### config.mk
export PLATFORM = sky130hd
export DESIGN_NAME = mmio_periph_flat
export DESIGN_NICKNAME = d
export VERILOG_FILES = /design/src/rtl/mmio_periph_pkg.sv /design/src/rtl/mmio_periph_if.sv /design/src/rtl/mmio_in_sync.sv /design/src/rtl/mmio_periph.sv /design/src/flat_wrapper.sv
export SDC_FILE = /design/constraint.sdc
export NUM_CORES = 1
export LEC_CHECK = 0
export ABC_AREA = 1
export CORE_UTILIZATION = 50
export DETAILED_ROUTE_END_ITERATION = 6
export GPL_TIMING_DRIVEN = 0
export PLACE_DENSITY = 0.82
export SYNTH_ARGS = -nofsm -noshare
export SYNTH_HDL_FRONTEND = slang
export SYNTH_SLANG_ARGS = --single-unit
### constraint.sdc
create_clock -name clk -period 2.3 [get_ports clk]
set_input_delay 0.575 -clock clk [delete_from_list [all_inputs] [get_ports clk]]
set_output_delay 0.575 -clock clk [all_outputs]
set_load 0.05 [all_outputs]
### src/rtl/mmio_periph_pkg.sv
// Shared constants for the memory-mapped I/O peripheral: bus command
// encodings and register offsets within the peripheral window.
package mmio_periph_pkg;

  localparam logic [1:0] MNONE  = 2'b00;
  localparam logic [1:0] MREAD  = 2'b01;
  localparam logic [1:0] MWRITE = 2'b11;

  localparam logic [6:0] OFF_OUT0    = 7'h00;
  localparam logic [6:0] OFF_IN_LVL  = 7'h40;
  localparam logic [6:0] OFF_IN_EDGE = 7'h41;
  localparam logic [6:0] OFF_TIMER   = 7'h42;

endpackage

### src/rtl/mmio_periph_if.sv
// CPU data-bus interface between the core (master) and memory-mapped
// slaves such as mmio_periph.
interface mmio_periph_if #(
  parameter int DATA_W = 16,
  parameter int ADDR_W = 9
);
  logic [1:0]        mem_cmd;
  logic [ADDR_W-1:0] mem_addr;
  logic [DATA_W-1:0] w_data;
  logic [DATA_W-1:0] r_data;
  logic              rd_hit;

  modport master (output mem_cmd, mem_addr, w_data, input r_data, rd_hit);
  modport slave  (input mem_cmd, mem_addr, w_data, output r_data, rd_hit);
endinterface

### src/rtl/mmio_in_sync.sv
// Two-flop synchroniser for asynchronous input pins, followed by a prev
// flop and sticky rising-edge flags with a write-1-to-clear mask.
module mmio_in_sync #(
  parameter int W = 10
) (
  input  logic         clk,
  input  logic         reset,
  input  logic [W-1:0] pins,
  input  logic [W-1:0] clr,
  output logic [W-1:0] lvl,
  output logic [W-1:0] edges
);

  logic [W-1:0] sync1_q;
  logic [W-1:0] sync2_q;
  logic [W-1:0] prev_q;
  logic [W-1:0] edge_q;

  // NOTE: all state updates use <= so every flop samples the pre-edge value
  // of its neighbour; blocking = here would collapse the synchroniser chain.
  always_ff @(posedge clk) begin
    if (!reset) begin
      sync1_q <= '0;
      sync2_q <= '0;
      prev_q  <= '0;
      edge_q  <= '0;
    end else begin
      sync1_q <= pins;
      sync2_q <= sync1_q;
      prev_q  <= sync2_q;
      // A new rise wins over a simultaneous clear of the same bit.
      edge_q  <= (edge_q & ~clr) | (sync2_q & ~prev_q);
    end
  end

  assign lvl   = sync2_q;
  assign edges = edge_q;

endmodule

### src/rtl/mmio_periph.sv
// Memory-mapped peripheral: writable output registers, synchronised input
// port with sticky edge capture, and a prescaled free-running timer.
module mmio_periph
  import mmio_periph_pkg::*;
#(
  parameter int              DATA_W    = 16,
  parameter int              ADDR_W    = 9,
  parameter logic [ADDR_W-1:0] BASE_ADDR = 9'h100,
  parameter int              NUM_OUT   = 2,
  parameter int              OUT_W     = 10,
  parameter int              IN_W      = 10,
  parameter int              PRESCALE  = 1
) (
  input  logic                     clk,
  input  logic                     reset,
  mmio_periph_if.slave             bus,
  input  logic [IN_W-1:0]          in_pins,
  output logic [NUM_OUT*OUT_W-1:0] out_bus
);

  localparam int PRE_W = (PRESCALE > 1) ? $clog2(PRESCALE) : 1;

  logic [ADDR_W-1:0] diff;
  logic              in_win;
  logic [6:0]        off;
  logic              cmd_rd;
  logic              cmd_wr;
  logic              hit_lvl;
  logic              hit_edge;
  logic              hit_tmr;
  logic [NUM_OUT-1:0] hit_out;

  // The window is 128 words; anything below the base or past the top misses.
  assign diff     = bus.mem_addr - BASE_ADDR;
  assign in_win   = (bus.mem_addr >= BASE_ADDR) && (diff[ADDR_W-1:7] == '0);
  assign off      = diff[6:0];
  assign cmd_rd   = (bus.mem_cmd == MREAD);
  assign cmd_wr   = (bus.mem_cmd == MWRITE);
  assign hit_lvl  = in_win && (off == OFF_IN_LVL);
  assign hit_edge = in_win && (off == OFF_IN_EDGE);
  assign hit_tmr  = in_win && (off == OFF_TIMER);

  // NOTE: every variable written in an always_comb gets a default first, so
  // no path leaves it unassigned and no latch is inferred.
  always_comb begin
    hit_out = '0;
    for (int k = 0; k < NUM_OUT; k++) begin
      hit_out[k] = in_win && (off == OFF_OUT0 + 7'(k));
    end
  end

  // Output registers, packed so register k lands on out_bus[k*OUT_W +: OUT_W].
  logic [NUM_OUT-1:0][OUT_W-1:0] out_q;

  // NOTE: this register file is tiny and drives pins, so it is reset
  // explicitly; large RAM arrays would normally be left unreset.
  always_ff @(posedge clk) begin
    if (!reset) begin
      out_q <= '0;
    end else if (cmd_wr) begin
      for (int k = 0; k < NUM_OUT; k++) begin
        if (hit_out[k]) out_q[k] <= bus.w_data[OUT_W-1:0];
      end
    end
  end

  assign out_bus = out_q;

  logic [IN_W-1:0] in_lvl;
  logic [IN_W-1:0] in_edge;
  logic [IN_W-1:0] edge_clr;

  assign edge_clr = (cmd_wr && hit_edge) ? bus.w_data[IN_W-1:0] : '0;

  mmio_in_sync #(.W(IN_W)) u_in_sync (
    .clk   (clk),
    .reset (reset),
    .pins  (in_pins),
    .clr   (edge_clr),
    .lvl   (in_lvl),
    .edges (in_edge)
  );

  logic [15:0]      tmr_count;
  logic [15:0]      count_nxt;
  logic [PRE_W-1:0] pre_q;
  logic [PRE_W-1:0] pre_nxt;

  // A TIMER write beats a same-cycle increment; the count wraps silently.
  always_comb begin
    count_nxt = tmr_count;
    pre_nxt   = pre_q;
    if (cmd_wr && hit_tmr) begin
      count_nxt = '0;
      pre_nxt   = '0;
    end else if (pre_q == PRE_W'(PRESCALE - 1)) begin
      count_nxt = tmr_count + 16'd1;
      pre_nxt   = '0;
    end else begin
      pre_nxt   = pre_q + PRE_W'(1);
    end
  end

  always_ff @(posedge clk) begin
    if (!reset) begin
      tmr_count <= '0;
      pre_q     <= '0;
    end else begin
      tmr_count <= count_nxt;
      pre_q     <= pre_nxt;
    end
  end

  always_comb begin
    bus.r_data = '0;
    bus.rd_hit = 1'b0;
    if (cmd_rd) begin
      for (int k = 0; k < NUM_OUT; k++) begin
        if (hit_out[k]) begin
          bus.r_data = DATA_W'(out_q[k]);
          bus.rd_hit = 1'b1;
        end
      end
      if (hit_lvl) begin
        bus.r_data = DATA_W'(in_lvl);
        bus.rd_hit = 1'b1;
      end
      if (hit_edge) begin
        bus.r_data = DATA_W'(in_edge);
        bus.rd_hit = 1'b1;
      end
      if (hit_tmr) begin
        bus.r_data = DATA_W'(tmr_count);
        bus.rd_hit = 1'b1;
      end
    end
  end

  // Upper write-data bits are legitimately ignored by narrow registers.
  logic unused_w_data;
  assign unused_w_data = ^bus.w_data;

endmodule

### src/flat_wrapper.sv
// flat-port wrapper written by rule: the top's interface ports become plain ports
module mmio_periph_flat import mmio_periph_pkg::*;
#(
  parameter int              DATA_W    = 16,
  parameter int              ADDR_W    = 9,
  parameter logic [ADDR_W-1:0] BASE_ADDR = 9'h100,
  parameter int              NUM_OUT   = 2,
  parameter int              OUT_W     = 10,
  parameter int              IN_W      = 10,
  parameter int              PRESCALE  = 1
)
  (clk, reset, in_pins, out_bus, bus_mem_cmd, bus_mem_addr, bus_w_data, bus_r_data, bus_rd_hit);
  mmio_periph_if #(.DATA_W(DATA_W), .ADDR_W(ADDR_W)) bus_i ();
  input  logic clk;
  input  logic reset;
  input  logic [IN_W-1:0] in_pins;
  output logic [NUM_OUT*OUT_W-1:0] out_bus;
  input wire logic [$bits(bus_i.mem_cmd)-1:0] bus_mem_cmd;
  input wire logic [$bits(bus_i.mem_addr)-1:0] bus_mem_addr;
  input wire logic [$bits(bus_i.w_data)-1:0] bus_w_data;
  output wire logic [$bits(bus_i.r_data)-1:0] bus_r_data;
  output wire logic [$bits(bus_i.rd_hit)-1:0] bus_rd_hit;
  assign bus_i.mem_cmd = bus_mem_cmd;
  assign bus_i.mem_addr = bus_mem_addr;
  assign bus_i.w_data = bus_w_data;
  assign bus_r_data = bus_i.r_data;
  assign bus_rd_hit = bus_i.rd_hit;
  mmio_periph #(.DATA_W(DATA_W), .ADDR_W(ADDR_W), .BASE_ADDR(BASE_ADDR), .NUM_OUT(NUM_OUT), .OUT_W(OUT_W), .IN_W(IN_W), .PRESCALE(PRESCALE)) u_core (.clk(clk), .reset(reset), .bus(bus_i), .in_pins(in_pins), .out_bus(out_bus));
endmodule
==> reports/metrics.yaml <==
synth_fp_nets: 535
synthArstFlopShare_pct: 0
cp.required_ps: 1730
avgSynthCellArea_sq_um: 7.02
hpwl_mm: 6.56
swShare_pct: 24.7
hold_ws_ps: 414
crit_type: "in2out"
port_buffers: 68
grt_max_degree: 15
antenna_found_initial: 0
yosysMostFrequentCell: "nand2_1"
slew_headroom_pct: 59.9
initial_core_util_pct: 51.4
path_cells: "buf_6 -> nor2_4 -> nand3_4 -> nor2_4 -> buf_4 -> buf_6 -> a21oi_1 -> a21oi_4 -> buf_6"
clk_path_buf_depth: 2
worstPathArrival_ps: 1840
track_usage_pct: 30.3
cts_tree: "built"
yosys.area_share.simple_pct: 35.3
yosys-top-cells-area: "dfxtp_1 (44%), nand2_1 (16%), nand3_1 (9.2%)"
drive_above_1_share_pct: 29.3
pwr-share-clk_pct: 42.0
cp_slowest_stage_delay_ps: 200
powerDensity_mw_per_mm2: 531
end_kind: "primary output"
status: "finished, violations left"
drc: 1
die_x_um: 85.4
rsz0062_at_grt: "yes"
worst_pin_slew_ps: 601
min_period_ps: 2420
fin_crit_sh_pct: 105
gp_congestion: 0.901
synthMuxAreaShare_pct: 0
synthCells: 495
core_area_sq_mm: 0.00676
fill_cells: 424
synth_ff_type: "dfxtp_1"
seqCellArea_sq_mm: 0.00154
clkTransAtPathRegs_ps: 80
synth_fa_ha_area_share_pct: 0.360
drtAntennaViolNets: 0
std_cell_rows: 30
via_per_inst: 5.76
gr-total-overflow: 0
grt_pass1_vias: 3516
p_total_w: 0.00275
finalHoldViolCount: 0
clock_latency_ps: 360
seq_power_share_pct: 50.4
synth_edf_count: 0
synth_xor_area_share_pct: 1.26
cts_hold_buf: 0
synth-compound-area-share_pct: 9.07
synth_area_sq_mm: 0.00348
yosys.area.top_type: "dfxtp_1"
drt-total-wl_mm: 11.3
slowest_stage: "nor2_4"
power_leakage_nw: 2.28
synth_top_family_by_area: "simple AND/OR/NAND/NOR gates"
timing.fmax_ghz: 0.414
setup_viol: 11
timing.critical_path.mode_cell: "buf_6"
grt_first_pass_wirelength_mm: 17.0
cts.sinks: 77
vdd_drop_max_mv: 0.399
yosysSeqAreaShare_pct: 44.3
n_antenna_cell: 0
multi_input_area_sq_mm: 0.00207
first_pass_iters: 7
ys_warn_count: 0
min_path_type: "reg2reg"
violations: "DRC, setup timing"
first_iter_violations: 514
cts_buffers: 9
ys_top_cells_by_count: "nand2_1 (147), dfxtp_1 (77), nand3_1 (64)"
ys_ff_latch: 77
crit_family: "simple AND/OR/NAND/NOR gates"
design.portCount: 76
netSwitchingPower_w: 0.000681
finalSetupTns_ps: -1060
cts_root_buf: "clkbuf_8"
netlist-cell-type-count: 30
die-area_sq_mm: 0.00729
path_max_fanout: 4
yosysTopAreaCellShare_pct: 44.3
ctsHtreeMaxLevel: 3
fin_nets: 629
area_growth_pct: 49.3
wl_per_cell_um: 16.8
crit_path_start_kind: "primary input"
maxCapViolations: 0
slew_violations: 0
combPwrFrac_pct: 7.6
via_count: 3876
setup_slack_ps: -117
finClkSkew_ps: 14.0
fp.dieH_um: 85.4
crit_buf_inv: 4
p_int_w: 0.00207
[area by class of cell]
type | count | area share, %
repair buffers | 83 | 16.8
multi-input cells | 342 | 39.9
clock buffers | 9 | 2.39
clock inverters | 6 | 1.86
plain buffers | 22 | 3.47
well taps | 80 | 1.93
inverters | 54 | 4.00
flip-flops and latches | 77 | 29.7
[state kept, by name, summed over array words and instances, names as in the netlist]
name	flops
u_core.out_bus	20
u_core.u_in_sync.lvl	10
u_core.u_in_sync.prev_q	10
u_core.tmr_count	16
u_core.pre_q	1
u_core.u_in_sync.edges	10
u_core.u_in_sync.sync1_q	10
[power by group through the flow]
stage               clock (W)  combinational, W  sequential (W)
floorplan                   0         0.0000923         0.00141
global placement            0          0.000173         0.00141
detailed placement          0          0.000176         0.00142
CTS                   0.00114          0.000200         0.00138
global route          0.00122          0.000226         0.00139
finish                0.00116          0.000209         0.00139
[stage by stage]
| step | utilization [%] | cell area [sq um] | instances | worst slack, ps |
|---|---|---|---|---|
| 6_report | 76.8 | 5190 | 673 | -117 |
| 5_1_grt | 76.8 | 5190 | 673 | -182 |
| 4_1_cts | 74.5 | 5030 | 671 | -44.8 |
| 3_5_place_dp | 64.7 | 4370 | 643 | -1210 |
| 3_3_place_gp | 64.7 | 4370 | 643 | -1170 |
| 2_1_floorplan | - | 3590 | 495 | -89.5 |
[metal layers]
layer | wire length (um) | global-route usage [%] | vias up
li1 | - | - | 1758
met1 | 4240 | 36.8 | 1734
met2 | 5220 | 48.3 | 304
met3 | 1180 | 8.27 | 80
met4 | 689 | 17.3 | 0
met5 | 0 | 0 | -
[logic make-up after synthesis]
group                      Yosys count
DFF                                 77
AOI/OAI and AO/OA                   57
buffers and inverters               76
other                                1
xor gates and xnor gates             5
and+or+nand+nor                    278
adders and majority gates            1
[cells in the final DEF, fill, tap and decap left out, drive strengths merged]
cell type | netlist | final
dfxtp | 77 | 77
o21ai | 24 | 24
bufinv | 0 | 2
nor2 | 50 | 50
clkinvlp | 0 | 1
nand3 | 66 | 66
clkbuf | 11 | 21
clkdlybuf4s50 | 0 | 40
clkinv | 2 | 3
buf | 11 | 49
nor3 | 8 | 8
dlygate4sd2 | 0 | 2
inv | 52 | 54
xor2 | 3 | 3
nand2 | 150 | 150
or2 | 1 | 1
clkdlybuf4s15 | 0 | 2
xnor2 | 2 | 2
ha | 1 | 1
nand4 | 3 | 3
a21oi | 33 | 33
conb | 1 | 1
[what timing repair did]
action / in CTS / in global routing
buffers inserted: 8 / 2
cloned: 5 / 0
endpoints found under the setup margin: 17 / 17
resized for setup: 253 / 34
pin swaps: 19 / 9
[tightest hold or removal path: stages, from the launching register on]
cell     delay, ps
dfxtp_1        310
nand2_1         40
inv_1           40
[path summary, 6_finish.rpt]
| path | from | end | slack [ps] | cells past startpoint |
|---|---|---|---|---|
| worst max-delay path | bus_mem_addr[2] | bus_rd_hit | -120 | 9 |
| worst min-delay path | u_core.u_in_sync.sync1_q[3]$_SDFF_PN0_ | u_core.u_in_sync.lvl[3]$_SDFF_PN0_ | 410 | 2 |
| worst max register to register | u_core.tmr_count[0]$_SDFFE_PP0N_ | u_core.tmr_count[8]$_SDFFE_PP0N_ | 810 | 7 |
| worst min register to register | u_core.u_in_sync.sync1_q[3]$_SDFF_PN0_ | u_core.u_in_sync.lvl[3]$_SDFF_PN0_ | 410 | 2 |
(Power assumes the default switching activity.)
==> edit: new RTL, config.mk and constraints unchanged <==
Put one more register stage on the output `out_bus`, with the module's reset. The value now appears one clock later. The other outputs are not delayed to match.
--- a/src/rtl/mmio_periph.sv
+++ b/src/rtl/mmio_periph.sv
@@ -65,5 +65,11 @@
   end
 
-  assign out_bus = out_q;
+  always_ff @(posedge clk) begin
+    if (!reset) begin
+      out_bus <= '0;
+    end else begin
+      out_bus <= out_q;
+    end
+  end
 
   logic [IN_W-1:0] in_lvl;
Function: changed (a bounded check fails within 4 cycles, from zero or initial values and one cycle with reset low).
==> edit against the original RTL <==
- the flow still finishes with violations (DRC, setup timing)
- clock skew is 0.0073 ns lower
- routed wire length is 5.4% lower
- worst setup slack hardly changed
- core utilization is 4.1 points lower
- maximum frequency hardly changed
- power is 6.8% higher
- design area is 8.2% higher
- sequential cell count is 20 higher
- area after synthesis is 15% higher
- largest cell class unchanged
==> edit: results (changes against the original RTL) <==
placed cell count: 714 (+11%)
violated checks: DRC, setup timing
Synth cell types: 32 (+6.7%)
min setup slack post-route: -0.116 ns (+0.000147 ns)
Reg-to-Reg End: u_core.tmr_count[14]$_SDFFE_PP0N_
top post-synthesis cells by area: dfxtp_1, nand2_1, nand3_1, inv_1, nor2_1
fin nets: 683 (+8.6%)
smallest hold slack: 0.407 ns (-0.00711 ns)
routed via count: 3936 (+1.5%)
placed inst area: 0.00490 sq mm (+12%)
R2R Setup Slk: 0.69 ns (-0.12 ns)
max incr delay on CP: 0.18 ns (-0.02 ns)
Core Util, Final: 72.7% (-4.1 points)
Commonest cells post-synth: nand2_1, dfxtp_1, inv_1, nand3_1, nor2_1
Fin Clk Skew: 0.00678 ns (-0.00726 ns)
status: finished with violations
final wirelength: 10700 um (-5.4%)
DR iter-0 viols: 285 (-45%)
final setup fails: 14 (+3)
Hold Crit Depth: 1 (-1)
clock share of power: 34.0% (-8.0 points)
P_sw: 0.668 mW (-1.9%)
worst slack at placement: -1.16 ns (+0.0460 ns)
vias in the first global route: 3642 (+3.6%)
Peak VDD IR: 0.597 mV (+50%)
number of cells upsized or downsized after cts: 237 (-6.3%)
DR vias/cell: 5.26 (-8.8%)
crit path to: bus_r_data[8]
# DRC: 2 (+1)
==> edit: layout make-up <==
| class | instances | share of cell area [%] |
|---|---|---|
| multi-input combinational | 345 | 35.7 |
| inverter | 79 | 5.32 |
| tap | 102 | 2.27 |
| clock inverter | 2 | 0.223 |
| sequential | 97 | 34.6 |
| buffer | 23 | 3.16 |
| timing repair buffer | 88 | 15.8 |
| clock buffer | 13 | 3.01 |
==> edit: layer usage <==
layer,share of wire (%),global-route usage [%],wire length [um],vias to the layer above
met3,6.6,4.61,711,40
met2,48,42.7,5190,203
met5,0,0,0,-
met1,40,31.7,4310,1808
li1,-,-,-,1885
met4,4.8,17.9,512,0
==> edit: cells by family after synthesis <==
group           after synthesis  share of synthesized area, %
compound gates               54                          7.48
xor+xnor                      4                         0.880
fa+ha+maj                     1                         0.314
buf+inv                     102                          10.6
flops                        97                          48.8
other cells                   1                        0.0942
simple gates                285                          31.9
